$ cat config.mk
export PLATFORM = sky130hd
export DESIGN_NAME = serial_adder_ctrl
export DESIGN_NICKNAME = d
export VERILOG_FILES = /design/src/rtl/serial_adder_pkg.sv /design/src/rtl/full_adder_behav.sv /design/src/rtl/serial_adder_ctrl.sv
export SDC_FILE = /design/constraint.sdc
export NUM_CORES = 1
export LEC_CHECK = 0
export CORE_MARGIN = 5
export CORE_UTILIZATION = 55
export DETAILED_ROUTE_END_ITERATION = 7
export MAX_ROUTING_LAYER = met4
export PLACE_DENSITY = 0.8
export SETUP_SLACK_MARGIN = 0.1
export SLEW_MARGIN = 20
export SYNTH_ARGS = -nofsm -noshare
export SYNTH_HDL_FRONTEND = slang
export SYNTH_SLANG_ARGS = --single-unit
$ cat constraint.sdc
create_clock -name clk -period 3.1 [get_ports clk]
set_input_delay 0.31 -clock clk [delete_from_list [all_inputs] [get_ports clk]]
set_output_delay 0.31 -clock clk [all_outputs]
set_load 0.01 [all_outputs]
$ cat src/rtl/serial_adder_pkg.sv
// Shared constants for the bit-serial adder: FSM encoding and default operand width.
package serial_adder_pkg;

  localparam int DEFAULT_WIDTH = 8;

  localparam logic [1:0] ST_IDLE = 2'd0;
  localparam logic [1:0] ST_RUN  = 2'd1;
  localparam logic [1:0] ST_DONE = 2'd2;

  // Counter must reach WIDTH without wrapping.
  function automatic int cnt_width(input int w);
    return $clog2(w + 1);
  endfunction

endpackage

$ cat src/rtl/full_adder_behav.sv
// Single-bit full adder used as the one arithmetic slice of the serial adder.
module full_adder_behav (
  input  logic a,
  input  logic b,
  input  logic cin,
  output logic sum,
  output logic cout
);

  assign sum  = a ^ b ^ cin;
  assign cout = (a & b) | (a & cin) | (b & cin);

endmodule

$ cat src/rtl/serial_adder_ctrl.sv
// Bit-serial adder: {cout,sum} = a + b + cin, one bit per clock through one
// full-adder slice, controlled by an IDLE/RUN/DONE state machine.
module serial_adder_ctrl
  import serial_adder_pkg::*;
#(
  parameter int WIDTH = DEFAULT_WIDTH
) (
  input  logic             clk,
  input  logic             rst,
  input  logic             start,
  input  logic [WIDTH-1:0] a,
  input  logic [WIDTH-1:0] b,
  input  logic             cin,
  output logic             busy,
  output logic             done,
  output logic [WIDTH-1:0] sum,
  output logic             cout
);

  localparam int CNT_W = cnt_width(WIDTH);

  logic [1:0]       state_r;
  logic [WIDTH-1:0] a_sh_r;
  logic [WIDTH-1:0] b_sh_r;
  logic [WIDTH-1:0] res_r;
  logic             carry_r;
  logic [CNT_W-1:0] cnt_r;
  logic             busy_r;
  logic             done_r;
  logic [WIDTH-1:0] sum_r;
  logic             cout_r;

  logic             fa_sum_s;
  logic             fa_cout_s;
  logic [WIDTH-1:0] res_next_s;
  logic             last_bit_s;

  full_adder_behav u_slice (
    .a    (a_sh_r[0]),
    .b    (b_sh_r[0]),
    .cin  (carry_r),
    .sum  (fa_sum_s),
    .cout (fa_cout_s)
  );

  // Slice sum enters from the MSB side; the shift form also covers WIDTH=1.
  assign res_next_s = WIDTH'({fa_sum_s, res_r} >> 1'b1);
  assign last_bit_s = (cnt_r == CNT_W'(WIDTH - 1));

  // FSM, operand/result shift registers, carry, counter and held outputs
  always_ff @(posedge clk or posedge rst) begin
    if (rst) begin
      state_r <= ST_IDLE;
      a_sh_r  <= '0;
      b_sh_r  <= '0;
      res_r   <= '0;
      carry_r <= 1'b0;
      cnt_r   <= '0;
      busy_r  <= 1'b0;
      done_r  <= 1'b0;
      sum_r   <= '0;
      cout_r  <= 1'b0;
    end else begin
      case (state_r)
        ST_IDLE: begin
          done_r <= 1'b0;
          if (start) begin
            a_sh_r  <= a;
            b_sh_r  <= b;
            carry_r <= cin;
            cnt_r   <= '0;
            busy_r  <= 1'b1;
            state_r <= ST_RUN;
          end
        end
        ST_RUN: begin
          a_sh_r  <= a_sh_r >> 1'b1;
          b_sh_r  <= b_sh_r >> 1'b1;
          res_r   <= res_next_s;
          carry_r <= fa_cout_s;
          cnt_r   <= cnt_r + CNT_W'(1);
          if (last_bit_s) begin
            sum_r   <= res_next_s;
            cout_r  <= fa_cout_s;
            busy_r  <= 1'b0;
            done_r  <= 1'b1;
            state_r <= ST_DONE;
          end
        end
        ST_DONE: begin
          done_r  <= 1'b0;
          busy_r  <= 1'b0;
          state_r <= ST_IDLE;
        end
        default: begin
          busy_r  <= 1'b0;
          done_r  <= 1'b0;
          state_r <= ST_IDLE;
        end
      endcase
    end
  end

  assign busy = busy_r;
  assign done = done_r;
  assign sum  = sum_r;
  assign cout = cout_r;

endmodule

==> flow_metrics.py, run 1 <==
metrics = {
    "placed_design": {
        "gp_congestion": 0.794,
        "post-place-ws_ns": 0.760,
        "port_buffers": 30,
        "hpwl_um": 2240,
    },
    "clocking": {
        "clk_path_buf_depth": 2,
        "clkTransAtPathRegs_ns": 0.11,
        "insertion_delay_ns": 0.35,
        "cts_tree": "built",
        "cts_sinks": 40,
        "holdBufCountCts": 0,
        "cts_resized": 0,
        "numCtsBuffers": 5,
        "postCtsSetupBuffers": 0,
        "htreeDepth": 2,
        "cts_root_buffer": "clkbuf_4",
    },
    "grt": {
        "antenna_found_initial": 0,
        "grt_usage_pct": 17.8,
        "grt_overflow": 0,
        "grt_max_degree": 41,
        "grt_pass1_wl_um": 5650,
        "grt_pass1_vias": 1239,
    },
    "route": {
        "drt_iter0_drc": 32,
        "via_count": 1170,
        "post_drt_wl_per_cell_um": 15.4,
        "antenna_left": 0,
        "drtPass1Iterations": 4,
        "finalWirelength_um": 3160,
        "vias_per_cell": 5.71,
        "drc": 0,
    },
    "synth": {
        "synth_edf_count": 0,
        "synthTopCellsByArea": "dfrtp_1 59%, mux2_2 12%, a22oi_1 6.2%, o21ai_0 4.7%, nand2_1 3.8%",
        "synth_cell_type_count": 26,
        "netlist_area_sq_um": 1690,
        "syn_inst": 139,
        "synth_common_cells": "40 x dfrtp_1, 18 x mux2_2, 17 x nand2_1",
        "yosysSeqAreaShare_pct": 59.3,
        "synth_most_common_cell": "dfrtp_1",
        "ys_warn_count": 0,
        "syn_nets": 161,
        "synth-seq-cells": 40,
        "syn_area_per_cell_sq_um": 12.1,
        "ys.flop_type": "dfrtp_1",
        "synth_top_area_share_pct": 59.3,
        "synthArstFlopShare_pct": 100,
        "yosysTopAreaCell": "dfrtp_1",
    },
    "pwr": {
        "p_total_mw": 1.76,
        "powerDensity_nw_per_um2": 852,
        "p_leak_nw": 0.888,
        "ir_drop_v": 0.000414,
    },
    "die": {
        "die_y_um": 65.4,
        "core_sq_um": 3000,
        "start_util_pct": 56.2,
        "die_area_sq_um": 4270,
        "ios": 31,
        "die_x_um": 65.4,
        "num_rows": 20,
    },
    "critical_path": {
        "required_ns": 3.33,
        "critical_path.cell_chain": "and2b_1 > nor3b_2 > mux2_2",
        "cp_slowest_stage_delay_ns": 0.66,
        "path_buf_inv": 0,
        "critPathMaxFanout": 20,
        "arrival_ns": 2.58,
        "end_kind": "flop",
        "critPathLaunchType": "flop",
        "worstSetupPathType": "reg2reg",
        "cp_top_family": "simple AND/OR/NAND/NOR gates",
        "crit_slowest_cell": "nor3b_2",
    },
    "cells_and_area": {
        "syn_to_final_growth_pct": 22.4,
        "finalNetCount": 193,
        "antenna_cells": 0,
        "layout-drive-gt1-share_pct": 16.9,
        "final_util_pct": 68.8,
    },
    "sta": {
        "finClkSkew_ns": 0.00839,
        "worst_slew_pin_slew_ns": 0.687,
        "max-slew-margin-rel_pct": 54.0,
        "post-route-period-util_pct": 75.7,
        "fin_ws_ns": 0.752,
        "setup_viol_count_final": 0,
        "finalSetupTns_ns": 0,
        "hold_viol": 0,
        "fin_crit_ns": 2.35,
        "maxSlewViolCount": 0,
        "rsz0062_at_grt": "no",
        "max_freq_mhz": 426,
    },
    "job": {
        "maxCapViolations": 0,
    },
    "worst_hold_path": {
        "holdCritPathClass": "in2async",
    },
    "outcome": {
        "status": "finished clean",
    },
}
-- kinds of logic after synthesis --
logic type	share of synthesized area, %
AO/OA/AOI/OAI	15.2
buffers and inverters	3.78
flip-flops	59.3
adder cells (fa/ha/maj)	1.93
multiplexers	12.0
AND/OR/NAND/NOR	7.72
-- tightest hold or removal path, stage by stage --
cell	delay, ns
clkdlybuf4s50_1	0.39
inv_1	0.05
buf_4	0.42
-- flip-flops by register name, summed over array words and instances, names as in the netlist --
register / cells
cout: 1
cnt_r: 4
done: 1
a_sh_r: 8
sum: 8
b_sh_r: 8
carry_r: 1
state_r: 2
res_r: 7
-- placed cells by master (no fill, tap or decap), drive strengths merged --
master,netlist,routed
fa,1,1
mux2,18,18
nand2,17,17
o21a,1,1
nor2,2,2
a22o,2,2
nor3b,1,1
and2b,1,1
clkdlybuf4s50,0,30
o21ai,16,16
inv,3,3
buf,8,4
nor2b,3,3
and3b,1,1
nand3,1,1
ha,1,1
dfrtp,40,40
a22oi,14,14
a31oi,1,1
a32o,1,1
clkbuf,1,8
a21oi,3,3
a211oi,1,1
o21bai,1,1
nand4,1,1
-- power breakdown --
part	internal, mW	leakage [nW]	switching [mW]
Sequential	0.723	0.515	0.137
Clock	0.112	0.0326	0.162
Combinational	0.360	0.341	0.263
-- metal layers --
| layer | global-route usage (%) | vias up | wire [um] |
|---|---|---|---|
| met5 | - | - | 0 |
| met4 | 3.89 | 0 | 36 |
| met3 | 6.50 | 6 | 185 |
| met2 | 29.0 | 37 | 1520 |
| met1 | 21.4 | 567 | 1420 |
| li1 | - | 560 | - |
-- cell type report --
class | count | area [sq um]
Clock buffer | 8 | 58.8
Fill cell | 255 | 938
Inverter | 3 | 11.3
Multi-Input combinational cell | 87 | 622
Sequential cell | 40 | 1000
Tap cell | 33 | 41.3
Timing Repair Buffer | 34 | 330
-- through the flow --
stage               std cells  area (sq um)  hold slack [ns]
floorplan                 139          1690            0.450
global placement          197          2010            0.469
detailed placement        197          2010            0.479
CTS                       205          2060            0.384
global route              205          2060            0.416
finish                    205          2060            0.371
-- worst paths after layout --
check / start / endpoint / slack (ns) / cells past startpoint
max: state_r[1] / sum[4] / 0.75 / 3
min: rst / res_r[3] / 0.37 / 3
max reg2reg: state_r[1] / sum[4] / 0.75 / 3
min reg2reg: a_sh_r[6] / a_sh_r[6] / 0.50 / 2
max in group asynchronous: rst / cout / 2.39 / 3
min in group clk: a_sh_r[6] / a_sh_r[6] / 0.50 / 2
No activity file was read; power rests on OpenSTA's default activity.
==> inputs of run 2 (changes only) <==
--- a/config.mk
+++ b/config.mk
@@ -6,10 +6,10 @@
 export NUM_CORES = 1
 export LEC_CHECK = 0
 export CORE_MARGIN = 5
-export CORE_UTILIZATION = 55
+export CORE_UTILIZATION = 46
 export DETAILED_ROUTE_END_ITERATION = 7
 export MAX_ROUTING_LAYER = met4
-export PLACE_DENSITY = 0.8
+export PLACE_DENSITY = 0.71
 export SETUP_SLACK_MARGIN = 0.1
 export SLEW_MARGIN = 20
 export SYNTH_ARGS = -nofsm -noshare
==> constraint.sdc (replaced) <==
create_clock -name clk -period 1.9 [get_ports clk]
set_input_delay 0.19 -clock clk [delete_from_list [all_inputs] [get_ports clk]]
set_output_delay 0.19 -clock clk [all_outputs]
set_load 0.01 [all_outputs]
==> run 2 against run 1 <==
Routed wire length grew 5.9%. Worst hold slack lost 0.037 ns. Clock skew shrank 0.00057 ns. Final cell count grew 9.8%. Clock power grew 140%. Largest power group unchanged. Sequential share of layout area shrank 2.4 points. Global-route usage shrank 2.4 points. Total power grew 79%. First-iteration DRC count grew 28%. Final area grew 5.3%.
==> flow_metrics.py, run 2 (synthesis results as in run 1) <==
metrics = {
    "pwr": {
        "p_leak_nw": 0.938,
        "ir_drop_v": 0.000733,
        "p_int_mw": 2.20,
        "p_total_mw": 3.15,
        "p_sw_uw": 949,
        "sw_frac_of_total_pct": 30.1,
        "combPwrFrac_pct": 34.3,
        "pwr-share-seq_pct": 44.6,
        "pwr-share-clk_pct": 21.2,
        "powerDensity_nw_per_um2": 1450,
    },
    "sta": {
        "finalSetupTns_ns": 0,
        "rsz0062_at_grt": "no",
        "max-slew-margin-rel_pct": 66.9,
        "finClkSkew_ns": 0.00782,
        "setup_viol_count_final": 0,
        "post-route-period-util_pct": 87.5,
        "max_freq_mhz": 601,
        "fin_ws_ns": 0.237,
        "maxSlewViolCount": 0,
        "worst_slew_pin_slew_ns": 0.496,
        "hold_viol": 0,
        "fin_crit_ns": 1.66,
    },
    "clocking": {
        "insertion_delay_ns": 0.29,
        "clk_path_buf_depth": 2,
        "postCtsSetupBuffers": 0,
        "htreeDepth": 2,
        "cts_tree": "built",
        "cts_sinks": 40,
        "cts_root_buffer": "clkbuf_8",
        "holdBufCountCts": 0,
        "clkTransAtPathRegs_ns": 0.07,
        "cts_resized": 0,
        "numCtsBuffers": 5,
    },
    "critical_path": {
        "worstSetupPathType": "reg2out",
        "required_ns": 1.71,
        "crit_slowest_cell": "clkdlybuf4s50_1",
        "end_kind": "output port",
        "path_buf_inv": 2,
        "cp_slowest_stage_delay_ns": 0.56,
        "r2r_setup_slack_ns": 0.34,
        "critPathLaunchType": "flop",
        "endpoint": "busy",
        "regToRegStartpoint": "cnt_r[1]",
        "startpoint": "state_r[0]",
        "reg2reg_depth": 5,
        "cp_top_family": "buffers and inverters",
        "worst-path-stages": 2,
        "arrival_ns": 1.47,
        "critical_path.cell_chain": "buf_6 > clkdlybuf4s50_1",
        "critPathMaxFanout": 20,
        "r2r_end": "sum[3]",
    },
    "route": {
        "antenna_left": 0,
        "via_count": 1221,
        "drc": 0,
        "vias_per_cell": 5.43,
        "drtPass1Iterations": 4,
        "post_drt_wl_per_cell_um": 14.9,
        "drt_iter0_drc": 41,
        "finalWirelength_um": 3350,
    },
    "cells_and_area": {
        "layout_common_cells": "39 x dfrtp_1, 30 x clkdlybuf4s50_1, 18 x mux2_2, 17 x nand2_1, 16 x o21ai_0",
        "layout-drive-gt1-share_pct": 20.3,
        "antenna_cells": 0,
        "mostFrequentLayoutCell": "dfrtp_1",
        "regArea_sq_um": 1000,
        "syn_to_final_growth_pct": 28.9,
        "fill_cells": 318,
        "multi_input_area_sq_um": 622,
        "finalNetCount": 198,
    },
    "grt": {
        "grt_overflow": 0,
        "grt_pass1_vias": 1290,
        "grt_max_degree": 41,
        "grt_usage_pct": 15.4,
        "grt_pass1_wl_um": 5860,
        "antenna_found_initial": 0,
    },
    "worst_hold_path": {
        "holdCritPathClass": "in2async",
    },
    "placed_design": {
        "gp_congestion": 0.775,
        "post-place-ws_ns": 0.279,
        "hpwl_um": 2420,
        "port_buffers": 30,
    },
    "outcome": {
        "status": "finished clean",
    },
    "die": {
        "die_y_um": 70.6,
        "die_area_sq_um": 4980,
        "core_sq_um": 3610,
        "die_x_um": 70.6,
        "ios": 31,
        "start_util_pct": 46.8,
        "num_rows": 22,
    },
    "job": {
        "maxCapViolations": 0,
    },
}
## run 2: cell types whose count changed in the layout (fill, tap and decap cells not counted)
cell	previous run	this run
buf_4	4	8
clkbuf_8	1	5
clkinv_2	0	1
clkbuf_4	5	0
dfrtp_1	40	39
dfrtp_2	0	1
buf_6	0	1
bufinv_16	0	1
clkbuf_1	2	1
## run 2: layout make-up
class	instances	area share (%)
Clock buffer	6	3.34
Clock inverter	2	1.61
Inverter	3	0.518
Multi-Input combinational cell	87	28.6
Sequential cell	40	46.1
Tap cell	48	2.76
Timing Repair Buffer	39	17.1
## run 2: layer usage
metal / vias up / track usage [%] / wire length (um)
li1: 569 / - / -
met1: 594 / 17.9 / 1430
met2: 46 / 23.5 / 1580
met3: 12 / 5.82 / 230
met4: 0 / 7.72 / 103
met5: - / - / 0
## run 2: power by group through the flow
stage                     combinational, mW  sequential, mW  clock (mW)
final                                  1.08            1.40       0.668
after global routing                   1.19            1.45       0.730
after CTS                              1.09            1.41       0.691
after detailed placement               1.08            1.42           0
after global placement                 1.03            1.40           0
after floorplan                       0.659            1.41           0
## run 2: through the flow
stage	hold WS [ns]	instances	utilization (%)	cell area (sq um)
2_1_floorplan	0.360	139	-	1690
3_3_place_gp	0.463	217	57.2	2060
3_5_place_dp	0.474	217	57.2	2060
4_1_cts	0.342	225	60.2	2170
5_1_grt	0.383	225	60.3	2170
6_report	0.335	225	60.3	2170
## run 2: worst min-delay path by stage
stage	from	to	slack, ns	depth (start not counted)
2_1_floorplan	start	b_sh_r[7]	0.36	1
3_3_place_gp	a_sh_r[3]	a_sh_r[3]	0.46	2
3_5_place_dp	a_sh_r[3]	a_sh_r[3]	0.47	2
4_1_cts	rst	sum[4]	0.34	3
5_1_grt	rst	done	0.38	3
6_report	rst	sum[4]	0.33	3
## run 2: worst reg2reg max path, delay by kind of cell, from the launching register on
family                   cells  cell delay, ns
adder cells (fa/ha/maj)      1            0.19
buffers and inverters        1            0.19
flip-flops                   1            0.41
AND/OR/NAND/NOR              2            0.31
multiplexers                 1            0.34
==> inputs of run 3 (changes only) <==
--- a/config.mk
+++ b/config.mk
@@ -6,10 +6,12 @@
 export NUM_CORES = 1
 export LEC_CHECK = 0
 export CORE_MARGIN = 5
-export CORE_UTILIZATION = 46
+export CORE_UTILIZATION = 48
+export CTS_BUF_LIST = sky130_fd_sc_hd__clkbuf_4
+export CTS_CLUSTER_SIZE = 25
 export DETAILED_ROUTE_END_ITERATION = 7
 export MAX_ROUTING_LAYER = met4
-export PLACE_DENSITY = 0.71
+export PLACE_DENSITY = 0.74
 export SETUP_SLACK_MARGIN = 0.1
 export SLEW_MARGIN = 20
 export SYNTH_ARGS = -nofsm -noshare
==> run 3 against run 2 <==
Final cell count shrank 0.89%. Die area shrank 3.6%. Via count shrank 2.2%. Fmax grew 8.2%. Worst hold slack lost 0.083 ns. Total power shrank 4.1%.
==> flow_metrics.py, run 3 (synthesis results as in run 1) <==
metrics = {
    "critical_path": {
        "critPathLaunchType": "flop",
        "required_ns": 2.14,
        "worstSetupPathType": "reg2reg",
        "critPathMaxFanout": 10,
        "arrival_ns": 1.77,
        "end_kind": "flop",
    },
    "placed_design": {
        "dp.cells": 215,
        "hpwl_um": 2280,
        "post-place-ws_ns": 0.346,
        "dpl_cell_area_sq_um": 2060,
        "port_buffers": 30,
        "gp_congestion": 0.805,
    },
    "sta": {
        "post-route-period-util_pct": 80.9,
        "max-slew-margin-rel_pct": 66.6,
        "rsz0062_at_grt": "no",
        "worst_slew_pin_slew_ns": 0.501,
        "setup_viol_count_final": 0,
        "max_freq_mhz": 651,
        "fin_ws_ns": 0.364,
        "fin_crit_ns": 1.54,
        "finClkSkew_ns": 0.00830,
        "hold_viol": 0,
        "maxSlewViolCount": 0,
        "finalSetupTns_ns": 0,
    },
    "grt": {
        "grt_max_degree": 41,
        "grt_pass1_vias": 1209,
        "grt_overflow": 0,
        "antenna_found_initial": 0,
        "grt_pass1_wl_um": 5670,
        "grt_usage_pct": 15.1,
    },
    "cells_and_area": {
        "layout-drive-gt1-share_pct": 19.8,
        "fin_area_sq_um": 2150,
        "fill_cells": 306,
        "stdcell_count": 223,
        "layout_common_cells": "40 x dfrtp_1, 29 x clkdlybuf4s50_1, 18 x mux2_2, 17 x nand2_1, 16 x o21ai_0",
        "antenna_cells": 0,
        "final_util_pct": 63.8,
        "finalNetCount": 198,
        "mostFrequentLayoutCell": "dfrtp_1",
        "syn_to_final_growth_pct": 27.2,
    },
    "die": {
        "die_y_um": 69.3,
        "die_x_um": 69.3,
        "core_sq_um": 3360,
        "start_util_pct": 50.1,
        "num_rows": 21,
        "die_area_sq_um": 4800,
        "ios": 31,
    },
    "outcome": {
        "status": "finished clean",
    },
    "clocking": {
        "cts_root_buffer": "clkbuf_4",
        "insertion_delay_ns": 0.35,
        "postCtsSetupBuffers": 0,
        "cts_tree": "built",
        "holdBufCountCts": 0,
        "clk_path_buf_depth": 2,
        "numCtsBuffers": 5,
        "clkTransAtPathRegs_ns": 0.12,
        "cts_sinks": 40,
        "htreeDepth": 2,
    },
    "job": {
        "maxCapViolations": 0,
    },
    "pwr": {
        "p_leak_nw": 0.928,
        "powerDensity_nw_per_um2": 1410,
        "ir_drop_v": 0.000497,
    },
    "route": {
        "drtPass1Iterations": 4,
        "post_drt_wl_per_cell_um": 14.2,
        "drt_iter0_drc": 55,
        "drc": 0,
        "finalWirelength_um": 3170,
        "via_count": 1194,
        "antenna_left": 0,
        "vias_per_cell": 5.35,
    },
    "worst_hold_path": {
        "holdCritPathClass": "in2async",
    },
}
==> run 3: changes by cell type in the layout (fill, tap and decap cells not counted), sizes merged <==
cell           before  now
clkbuf              6    5
dlymetal6s2s        0    1
clkdlybuf4s50      30   29
clkinv              1    2
==> run 3: path summary, 6_finish.rpt <==
kind / startpoint / endpoint / slack [ns] / depth (start not counted)
worst min register to register: b_sh_r[1] / b_sh_r[1] / 0.49 / 2
worst min-delay path: rst / sum[2] / 0.25 / 3
worst max register to register: cnt_r[1] / sum[1] / 0.36 / 5
max in group asynchronous: rst / a_sh_r[6] / 1.29 / 3
worst max-delay path: cnt_r[1] / sum[1] / 0.36 / 5
min in group clk: cin / carry_r / 0.49 / 3
==> run 3: stage by stage <==
| stage | hold WS [ns] | power, mW |
|---|---|---|
| 2_1_floorplan | 0.360 | 2.06 |
| 3_3_place_gp | 0.462 | 2.43 |
| 3_5_place_dp | 0.470 | 2.50 |
| 4_1_cts | 0.261 | 3.06 |
| 5_1_grt | 0.303 | 3.23 |
| 6_report | 0.252 | 3.02 |
==> run 3: area by class of cell <==
cell class	instances	area (sq um)	area share (%)
multi-input combinational	87	622	29.0
timing repair buffer	39	374	17.4
inverter	3	11.3	0.525
tap	46	57.6	2.68
clock buffer	5	37.5	1.75
sequential	40	1000	46.6
clock inverter	3	42.5	1.98
==> run 3: what timing repair did <==
action,in CTS,in global routing
endpoints found under the hold margin,0,0
gates resized for setup,0,2
endpoints found under the setup margin,0,1
==> run 3: worst max-delay path, stage by stage, from the launching register on <==
cell and delay (ns):
dfrtp_1 0.42, ha_1 0.20, nand2_1 0.08, nor3b_2 0.17, buf_4 0.20, mux2_2 0.35
==> run 3: layer usage <==
metal	global-route usage (%)	vias to the layer above	part of all wire, %
li1	-	571	-
met1	18.5	570	43
met2	22.5	47	48
met3	5.80	6	7.5
met4	5.86	0	1.7
met5	-	-	0
==> run 3: where the power goes <==
| part | internal (mW) | leakage [nW] | switching [mW] | total, mW |
|---|---|---|---|---|
| clock | 0.275 | 0.0428 | 0.282 | 0.557 |
| sequential | 1.18 | 0.515 | 0.211 | 1.39 |
| combinational | 0.625 | 0.371 | 0.447 | 1.07 |
